$ cat src/rtl/cronometro_bcd.sv
// rtl/cronometro_bcd.sv - MM:SS BCD stopwatch counting prescaler carry ticks
// Run/pause FSM gates counting; a lap register can freeze the displayed time.
module cronometro_bcd #(
  parameter int WRAP_MIN = 60
) (
  input  logic       clk,
  input  logic       reset,
  input  logic       tick,
  input  logic       start_stop,
  input  logic       clear,
  input  logic       lap,
  output logic [3:0] seg_uni,
  output logic [3:0] seg_dez,
  output logic [3:0] min_uni,
  output logic [3:0] min_dez,
  output logic       running,
  output logic       lap_hold,
  output logic       overflow
);

  localparam logic [3:0] MAX_MU = 4'((WRAP_MIN - 1) % 10);
  localparam logic [3:0] MAX_MD = 4'((WRAP_MIN - 1) / 10);

  typedef enum logic [1:0] {IDLE, RUN, PAUSE} state_e;

  state_e     state_q, state_d;
  logic [3:0] su_q, sd_q, mu_q, md_q;
  logic [3:0] su_d, sd_d, mu_d, md_d;
  logic [3:0] dsu_q, dsd_q, dmu_q, dmd_q;
  logic       running_q, lap_hold_q, overflow_q;
  logic       wrap_d;

  always_comb begin
    su_d   = su_q;
    sd_d   = sd_q;
    mu_d   = mu_q;
    md_d   = md_q;
    wrap_d = 1'b0;
    // Ripple the BCD carry only on a tick seen while already running.
    if (tick && state_q == RUN) begin
      if (su_q != 4'd9) begin
        su_d = su_q + 4'd1;
      end else begin
        su_d = 4'd0;
        if (sd_q != 4'd5) begin
          sd_d = sd_q + 4'd1;
        end else begin
          sd_d = 4'd0;
          if (md_q == MAX_MD && mu_q == MAX_MU) begin
            mu_d   = 4'd0;
            md_d   = 4'd0;
            wrap_d = 1'b1;
          end else if (mu_q != 4'd9) begin
            mu_d = mu_q + 4'd1;
          end else begin
            mu_d = 4'd0;
            md_d = md_q + 4'd1;
          end
        end
      end
    end
  end

  always_comb begin
    state_d = state_q;
    if (start_stop) begin
      case (state_q)
        IDLE:    state_d = RUN;
        RUN:     state_d = PAUSE;
        PAUSE:   state_d = RUN;
        default: state_d = IDLE;
      endcase
    end
  end

  always_ff @(posedge clk or negedge reset) begin
    if (!reset) begin
      state_q    <= IDLE;
      running_q  <= 1'b0;
      lap_hold_q <= 1'b0;
      overflow_q <= 1'b0;
      {su_q, sd_q, mu_q, md_q}     <= '0;
      {dsu_q, dsd_q, dmu_q, dmd_q} <= '0;
    end else if (clear) begin
      state_q    <= IDLE;
      running_q  <= 1'b0;
      lap_hold_q <= 1'b0;
      overflow_q <= 1'b0;
      {su_q, sd_q, mu_q, md_q}     <= '0;
      {dsu_q, dsd_q, dmu_q, dmd_q} <= '0;
    end else begin
      state_q    <= state_d;
      running_q  <= (state_d == RUN);
      lap_hold_q <= lap_hold_q ^ lap;
      if (wrap_d) overflow_q <= 1'b1;
      {su_q, sd_q, mu_q, md_q} <= {su_d, sd_d, mu_d, md_d};
      // Any lap edge (capture or release) and every unfrozen cycle load live time.
      if (lap || !lap_hold_q) begin
        {dsu_q, dsd_q, dmu_q, dmd_q} <= {su_d, sd_d, mu_d, md_d};
      end
    end
  end

  assign seg_uni  = dsu_q;
  assign seg_dez  = dsd_q;
  assign min_uni  = dmu_q;
  assign min_dez  = dmd_q;
  assign running  = running_q;
  assign lap_hold = lap_hold_q;
  assign overflow = overflow_q;

endmodule

$ cat config.mk
export PLATFORM = sky130hd
export DESIGN_NAME = cronometro_bcd
export DESIGN_NICKNAME = d
export VERILOG_FILES = /design/src/rtl/cronometro_bcd.sv
export SDC_FILE = /design/constraint.sdc
export NUM_CORES = 1
export LEC_CHECK = 0
export ABC_AREA = 1
export CAP_MARGIN = 20
export CORE_MARGIN = 4
export CORE_UTILIZATION = 40
export DETAILED_ROUTE_END_ITERATION = 6
export SYNTH_ARGS = -nofsm -noshare
export SYNTH_HDL_FRONTEND = slang
export SYNTH_SLANG_ARGS = --single-unit
$ cat constraint.sdc
create_clock -name clk -period 2 [get_ports clk]
set_input_delay 0.3 -clock clk [delete_from_list [all_inputs] [get_ports clk]]
set_output_delay 0.3 -clock clk [all_outputs]
set_load 0.02 [all_outputs]
==> flow_metrics.env, run 1 <==
export IMPL_dpl_instance_area_um2=2150
export IMPL_finalNonFillerCells=307
export IMPL_route_detailed_drc=0
export IMPL_status="complete, but fails checks"
export IMPL_fill_cells=425
export IMPL_overflow=0
export IMPL_wl_per_cell_um=12.0
export IMPL_clockRootBuffer="clkbuf_8"
export IMPL_synth_seq_cells=37
export IMPL_drt_pass1_iterations=4
export IMPL_initial_core_util_pct=41.5
export IMPL_ctsHtreeMaxLevel=2
export IMPL_antenna_found_initial=0
export IMPL_die_h_um=75.4
export IMPL_ys_types=25
export IMPL_vias_per_cell=4.71
export IMPL_synth_top_area_share_pct=50.9
export IMPL_yosysWarnings=0
export IMPL_port_buffers=24
export IMPL_io_pins=25
export IMPL_skew_ns=0.00336
export IMPL_p_per_area_nw_per_um2=636
export IMPL_fin_crit_ns=1.66
export IMPL_antenna_cells=0
export IMPL_critPathKind="flip-flop to flip-flop"
export IMPL_critPathCaptureType="flip-flop"
export IMPL_area_delta_synth_final_pct=23.6
export IMPL_worstPathMaxFanout=5
export IMPL_stdcell_area_um2=2250
export IMPL_grt_use_total_pct=15.1
export IMPL_ant_nets=0
export IMPL_worstPathArrival_ns=1.83
export IMPL_synth_area_um2=1820
export IMPL_netlist_instances=221
export IMPL_setup_ws_ns=0.344
export IMPL_dp_hpwl_um=2750
export IMPL_syn_num_nets=232
export IMPL_finalSetupTns_ns=0
export IMPL_multiInputGateArea_um2=751
export IMPL_avgSynthCellArea_um2=8.23
export IMPL_cts_setup_buffers=0
export IMPL_ctsResizeCount=0
export IMPL_hp_class="input port to asynchronous set/reset pin"
export IMPL_slew_viol_final=0
export IMPL_drtIter0Drc=80
export IMPL_die_area_um2=5690
export IMPL_cts_buffers=5
export IMPL_synth_top_area_cell="dfrtp_1"
export IMPL_finalPower_mw=1.43
export IMPL_fin_nets=265
export IMPL_grt_max_degree=23
export IMPL_hold_buffers=0
export IMPL_period_share_pct=82.8
export IMPL_layout_commonest_cell="nand2_1"
export IMPL_final_cell_mix="nand2_1 (70), dfrtp_1 (37), inv_1 (23), clkdlybuf4s50_1 (23)"
export IMPL_max_vdd_ir_drop_mv=0.417
export IMPL_violations="negative hold slack"
export IMPL_dp_cells=299
export IMPL_vias=1446
export IMPL_relSlewSlack_pct=65.4
export IMPL_setup_viol_count_final=0
export IMPL_clk_latency_ns=0.28
export IMPL_die_w_um=75.4
export IMPL_drv_cap=0
export IMPL_hold_viol_final=20
export IMPL_register_area_um2=926
export IMPL_whs_ns=-0.0129
export IMPL_clk_pin_slew_ns=0.07
export IMPL_synth_area_leaders="dfrtp_1 (51%), nand2_1 (14%), inv_1 (4.7%), nand3_1 (3.9%), ha_1 (3.4%)"
export IMPL_drt_total_wl_um=3680
export IMPL_cp_required_ns=2.18
export IMPL_tightest_slew_ns=0.519
export IMPL_yosysSeqAreaShare_pct=50.9
export IMPL_rsz0062_at_grt="no"
export IMPL_routabilityCongestion=0.868
export IMPL_rows=24
export IMPL_crit_path_start_kind="flip-flop"
export IMPL_cts_max_path_buffers=2
export IMPL_grt_pass1_wl_um=6560
export IMPL_leakage_nw=1.13
export IMPL_max_freq_mhz=604
export IMPL_clock_sinks=37
export IMPL_core_region_area_um2=4380
export IMPL_grt_pass1_vias=1437
export IMPL_cts_tree="done"
export IMPL_drive_above_1_share_pct=16.1
export IMPL_dp_slack_ns=0.157
-- where the power goes --
group | leakage [nW] | internal (mW) | total [mW] | switching (mW)
sequential | 0.512 | 0.758 | 0.765 | 0.00665
clock | 0.0542 | 0.311 | 0.566 | 0.254
combinational | 0.565 | 0.0357 | 0.0989 | 0.0632
total | 1.13 | 1.10 | 1.43 | 0.324
-- through the flow --
stage                     utilization (%)  hold slack [ns]
final                                51.3          -0.0129
after global routing                 51.3           0.0202
after CTS                            51.3          0.00297
after detailed placement             48.9            0.311
after global placement               48.9            0.298
after floorplan                         -          0.00441
-- flip-flops by register name (all words and copies together), names as in the netlist --
register  cells
state_q       2
overflow      1
seg_uni       4
md_q          4
sd_q          4
mu_q          4
su_q          4
min_uni       4
min_dez       4
seg_dez       4
running       1
lap_hold      1
-- final cells by class --
| type | instances | area share [%] |
|---|---|---|
| clock inverters | 1 | 0.223 |
| repair buffers | 30 | 12.5 |
| well taps | 52 | 2.90 |
| inverters | 33 | 5.51 |
| flip-flops and latches | 37 | 41.2 |
| multi-input cells | 147 | 33.4 |
| clock buffers | 7 | 4.29 |
-- critical path: stages (launching register included) --
cell and delay (ns):
dfrtp_1 0.40, inv_1 0.08, ha_1 0.16, nand2_1 0.06
nor2_1 0.30, nand3_1 0.14, nor2_2 0.13, nand3_1 0.10
and3_1 0.19
-- path summary, 6_finish.rpt --
kind                            start  cells past startpoint          to  slack (ns)
min                             reset                      1     sd_q[0]       -0.01
max reg2reg                   mu_q[1]                      8     md_q[3]        0.34
max in group asynchronous       reset                      2    overflow        1.46
min reg2reg                min_dez[0]                      2  min_dez[0]        0.48
max                           mu_q[1]                      8     md_q[3]        0.34
min in group clk           min_dez[0]                      2  min_dez[0]        0.48
-- synthesized netlist by cell type, drive strengths merged --
master   n
buf      2
nand2   73
nor3     4
nand4    8
or2      1
a21oi    3
nand3   15
and3     2
o21ai   11
dfrtp   37
ha       5
nor2    23
clkbuf   2
o21bai   1
and2     1
inv     33
-- kinds of logic (layout without fill, tap and decap cells) --
| family | Yosys count | after routing | share of synthesized area [%] |
|---|---|---|---|
| flops | 37 | 37 | 50.9 |
| buf+inv | 37 | 71 | 7.78 |
| compound gates | 15 | 15 | 4.47 |
| simple gates | 127 | 127 | 33.4 |
| fa+ha+maj | 5 | 5 | 3.44 |
-- metal layers --
metal | up-vias | part of all wire, % | global-route usage, %
met5 | - | 0 | 0
met4 | 0 | 0.76 | 3.30
met3 | 5 | 4.1 | 4.22
met2 | 22 | 43 | 22.9
met1 | 658 | 52 | 21.7
li1 | 761 | - | -
Note: power is estimated with default switching activity, not from simulation.
==> inputs of run 2 (changes only) <==
Clock period 2 ns to 1.6 ns, I/O delays scaled along.
==> flow_metrics.env, run 2 (synthesis results as in run 1) <==
export IMPL_ctsHtreeMaxLevel=2
export IMPL_area_delta_synth_final_pct=29.2
export IMPL_cts_buffers=5
export IMPL_vias=1465
export IMPL_crit_chain="clkdlybuf4s50_1"
export IMPL_drive_above_1_share_pct=21.3
export IMPL_routabilityCongestion=0.856
export IMPL_p_per_area_nw_per_um2=740
export IMPL_skew_ns=0.00647
export IMPL_tightest_slew_ns=0.461
export IMPL_wl_per_cell_um=11.9
export IMPL_worstPathArrival_ns=1.30
export IMPL_cpMaxStageDelayCell="clkdlybuf4s50_1"
export IMPL_die_w_um=75.4
export IMPL_path_buf_inv=1
export IMPL_dp_cells=309
export IMPL_cts_tree="done"
export IMPL_ant_nets=0
export IMPL_finalSetupTns_ns=0
export IMPL_initial_core_util_pct=41.5
export IMPL_crit_family="buffers and inverters"
export IMPL_fill_cells=427
export IMPL_final_cell_mix="nand2_1 (67), dfrtp_1 (37), inv_1 (23), clkdlybuf4s50_1 (23), buf_4 (18)"
export IMPL_finalPower_mw=1.74
export IMPL_grt_pass1_wl_um=6600
export IMPL_die_h_um=75.4
export IMPL_slew_viol_final=0
export IMPL_rows=24
export IMPL_overflow=0
export IMPL_slowest_delay_ns=0.62
export IMPL_hold_viol_final=0
export IMPL_hp_class="flip-flop to flip-flop"
export IMPL_stdcell_area_um2=2350
export IMPL_status="complete, no violations"
export IMPL_drt_pass1_iterations=4
export IMPL_fin_nets=278
export IMPL_layout_commonest_cell="nand2_1"
export IMPL_setup_ws_ns=0.0619
export IMPL_io_pins=25
export IMPL_die_area_um2=5690
export IMPL_clk_latency_ns=0.29
export IMPL_period_share_pct=96.1
export IMPL_drt_total_wl_um=3790
export IMPL_max_vdd_ir_drop_mv=0.466
export IMPL_drv_cap=0
export IMPL_clk_pin_slew_ns=0.07
export IMPL_critPathKind="flip-flop to primary output"
export IMPL_dp_slack_ns=-0.113
export IMPL_clockRootBuffer="clkbuf_8"
export IMPL_grt_pass1_vias=1444
export IMPL_port_buffers=24
export IMPL_clock_sinks=37
export IMPL_drtIter0Drc=35
export IMPL_whs_ns=0.477
export IMPL_core_region_area_um2=4380
export IMPL_max_freq_mhz=650
export IMPL_dp_hpwl_um=2760
export IMPL_finalNonFillerCells=319
export IMPL_setup_viol_count_final=0
export IMPL_grt_use_total_pct=15.8
export IMPL_dpl_instance_area_um2=2220
export IMPL_relSlewSlack_pct=69.3
export IMPL_crit_path_start_kind="flip-flop"
export IMPL_route_detailed_drc=0
export IMPL_worstPathMaxFanout=2
export IMPL_critPathCaptureType="primary output"
export IMPL_leakage_nw=1.19
export IMPL_antenna_cells=0
export IMPL_final_util_pct=53.6
export IMPL_grt_max_degree=38
export IMPL_cts_max_path_buffers=2
export IMPL_cp_required_ns=1.36
export IMPL_fin_crit_ns=1.54
export IMPL_vias_per_cell=4.59
export IMPL_antenna_found_initial=0
run 2: cell count changes in the layout (fill, tap and decap cells not counted):
cell	previous run	this run
clkbuf_8	7	6
nand2_2	2	5
nand3_1	14	13
buf_4	6	18
nor2_1	14	12
nand2_1	70	67
clkinv_2	1	0
dlygate4sd3_1	0	1
clkbuf_1	0	1
nand3_2	1	2
nor2_2	5	7
run 2: final timing paths:
kind	start	end	slack [ns]	cells after the start
max in group asynchronous	reset	mu_q[2]	0.76	3
min	min_dez[0]	min_dez[0]	0.48	2
max reg2reg	mu_q[1]	md_q[3]	0.14	8
min reg2reg	min_dez[0]	min_dez[0]	0.48	2
min in group asynchronous	reset	su_q[3]	0.52	3
max	min_uni[0]	min_uni[0]	0.06	1
run 2: area by class of cell:
class	count	area (µm²)	share of cell area, %
Tap cell	52	65.1	2.77
Timing Repair Buffer	43	380	16.2
Clock buffer	7	86.3	3.67
Sequential cell	37	926	39.4
Inverter	33	124	5.27
Multi-Input combinational cell	147	768	32.7
run 2: repair_timing:
item	CTS	global route
resized for setup	0	6
setup endpoints to repair	0	7
hold buffers	1	0
endpoints found under the hold margin	24	0
setup buffers	0	2
run 2: routing by layer:
| layer | GRT usage, % | part of all wire [%] | vias to the layer above | wire length (µm) |
|---|---|---|---|---|
| met5 | 0 | 0 | - | 0 |
| met4 | 6.41 | 1.7 | 0 | 66 |
| met3 | 4.09 | 3.5 | 8 | 132 |
| met2 | 24.9 | 46 | 20 | 1750 |
| met1 | 20.8 | 48 | 656 | 1840 |
| li1 | - | - | 781 | - |
run 2: power by group:
group,internal [mW],total [mW],switching (mW)
Sequential,0.948,0.956,0.00840
Clock,0.342,0.655,0.313
Combinational,0.0483,0.129,0.0804
==> inputs of run 3 (changes only) <==
Settings changed: SKIP_LAST_GASP set to 1.
Clock period 1.6 ns to 1.3 ns, I/O delays scaled along.
==> flow_metrics.env, run 3 (synthesis results as in run 1) <==
export IMPL_rsz0062_at_grt="yes"
export IMPL_initial_core_util_pct=41.5
export IMPL_fin_nets=302
export IMPL_ant_nets=0
export IMPL_cp_required_ns=1.52
export IMPL_setup_ws_ns=-0.148
export IMPL_drv_cap=0
export IMPL_worstPathMaxFanout=3
export IMPL_clk_latency_ns=0.29
export IMPL_clkPwrFrac_pct=37.4
export IMPL_hold_viol_final=0
export IMPL_cts_buffers=5
export IMPL_seqPwrFrac_pct=53.9
export IMPL_slowest_delay_ns=0.39
export IMPL_vias_per_cell=4.73
export IMPL_hp_class="input port to asynchronous set/reset pin"
export IMPL_core_region_area_um2=4380
export IMPL_overflow=0
export IMPL_cts_tree="done"
export IMPL_clock_sinks=37
export IMPL_max_freq_mhz=691
export IMPL_p_sw_mw=0.521
export IMPL_violations="negative setup slack"
export IMPL_skew_ns=0.00550
export IMPL_cpMaxStageDelayCell="dfrtp_1"
export IMPL_drtIter0Drc=87
export IMPL_power_frac_comb_pct=8.8
export IMPL_rr_worst_depth=9
export IMPL_grt_pass1_wl_um=7140
export IMPL_p_sw_share_pct=23.8
export IMPL_ctsHtreeMaxLevel=2
export IMPL_routabilityCongestion=0.789
export IMPL_final_cell_mix="nand2_1 (58), dfrtp_1 (36), buf_4 (36)"
export IMPL_port_buffers=24
export IMPL_antenna_found_initial=0
export IMPL_dp_slack_ns=-0.365
export IMPL_worstPathArrival_ns=1.67
export IMPL_crit_path_start_kind="flip-flop"
export IMPL_worst_path_stages=9
export IMPL_grt_use_total_pct=16.7
export IMPL_io_pins=25
export IMPL_crit_chain="inv_2 -> nand3_4 -> buf_4 -> inv_2 -> nand4_1 -> buf_4 -> nand2_1 -> nand3_2 -> o21ai_1"
export IMPL_tightest_slew_ns=0.241
export IMPL_setup_viol_count_final=22
export IMPL_crit_family="buffers and inverters"
export IMPL_grt_max_degree=38
export IMPL_vias=1621
export IMPL_path_buf_inv=4
export IMPL_relSlewSlack_pct=83.9
export IMPL_antenna_cells=0
export IMPL_dp_hpwl_um=2940
export IMPL_die_w_um=75.4
export IMPL_slew_viol_final=0
export IMPL_final_util_pct=61.3
export IMPL_route_detailed_drc=0
export IMPL_leakage_nw=1.43
export IMPL_drt_total_wl_um=4350
export IMPL_clk_pin_slew_ns=0.07
export IMPL_grt_pass1_vias=1601
export IMPL_wl_per_cell_um=12.7
export IMPL_intPower_mw=1.66
export IMPL_layout_commonest_cell="nand2_1"
export IMPL_rows=24
export IMPL_critPathCaptureType="flip-flop"
export IMPL_drt_pass1_iterations=4
export IMPL_clockRootBuffer="clkbuf_8"
export IMPL_drive_above_1_share_pct=37.1
export IMPL_status="complete, but fails checks"
export IMPL_cts_max_path_buffers=2
export IMPL_die_h_um=75.4
export IMPL_period_share_pct=111
export IMPL_max_vdd_ir_drop_mv=0.536
export IMPL_area_delta_synth_final_pct=47.9
export IMPL_die_area_um2=5690
export IMPL_fin_crit_ns=1.45
export IMPL_p_per_area_nw_per_um2=812
export IMPL_critPathKind="flip-flop to flip-flop"
-- run 3: worst paths after layout --
path | startpoint | to | slack, ns
max | state_q[1] | seg_uni[3] | -0.15
min | reset | seg_uni[0] | 0.40
max reg2reg | state_q[1] | seg_uni[3] | -0.15
min reg2reg | min_uni[3] | min_uni[3] | 0.47
max in group asynchronous | reset | lap_hold | 0.71
min in group clk | min_uni[3] | min_uni[3] | 0.47
-- run 3: worst register-to-register path, delay by kind of cell, from the launching register on --
kind                   cells  cell delay (ns)
buffers and inverters      4             0.50
DFF                        1             0.39
and+or+nand+nor            4             0.37
AOI/OAI and AO/OA          1             0.12
-- run 3: timing repair --
item,4_1_cts,5_1_grt
hold buffers,1,0
cloned,0,0
setup endpoints to repair,45,31
pin swaps,15,17
hold endpoints to repair,37,0
buffers inserted,4,7
gates resized for setup,48,19
-- run 3: metrics by stage --
step	cell area, µm²	hold WS (ns)	power (mW)	TNS, ns	instances
after floorplan	1830	-0.101	1.27	-0.220	221
after global placement	2360	0.175	1.37	-8.02	325
after detailed placement	2360	0.176	1.38	-8.91	325
after CTS	2580	0.401	2.19	-1.67	337
after global routing	2690	0.417	2.28	-4.22	343
final	2690	0.397	2.18	-1.67	343
-- run 3: power groups by stage --
| stage | Sequential, mW | Combinational [mW] | Clock [mW] |
|---|---|---|---|
| floorplan | 1.21 | 0.0622 | 0 |
| global placement | 1.20 | 0.177 | 0 |
| detailed placement | 1.20 | 0.179 | 0 |
| CTS | 1.18 | 0.187 | 0.830 |
| global route | 1.18 | 0.211 | 0.891 |
| finish | 1.18 | 0.192 | 0.816 |
-- run 3: per-layer routing --
metal	share of wire, %	wire length (µm)	vias up	GRT usage [%]
met1	47	2040	765	21.7
met4	2.1	92	0	5.63
met3	2.8	122	10	4.35
met2	48	2090	22	27.0
li1	-	-	824	-
met5	0	0	-	0
-- run 3: layout make-up --
type / count / area, µm²
fill: 385 / 1700
tap: 52 / 65.1
clock buffer: 7 / 86.3
timing repair buffer: 67 / 568
inverter: 33 / 126
multi-input combinational: 147 / 916
sequential: 37 / 927
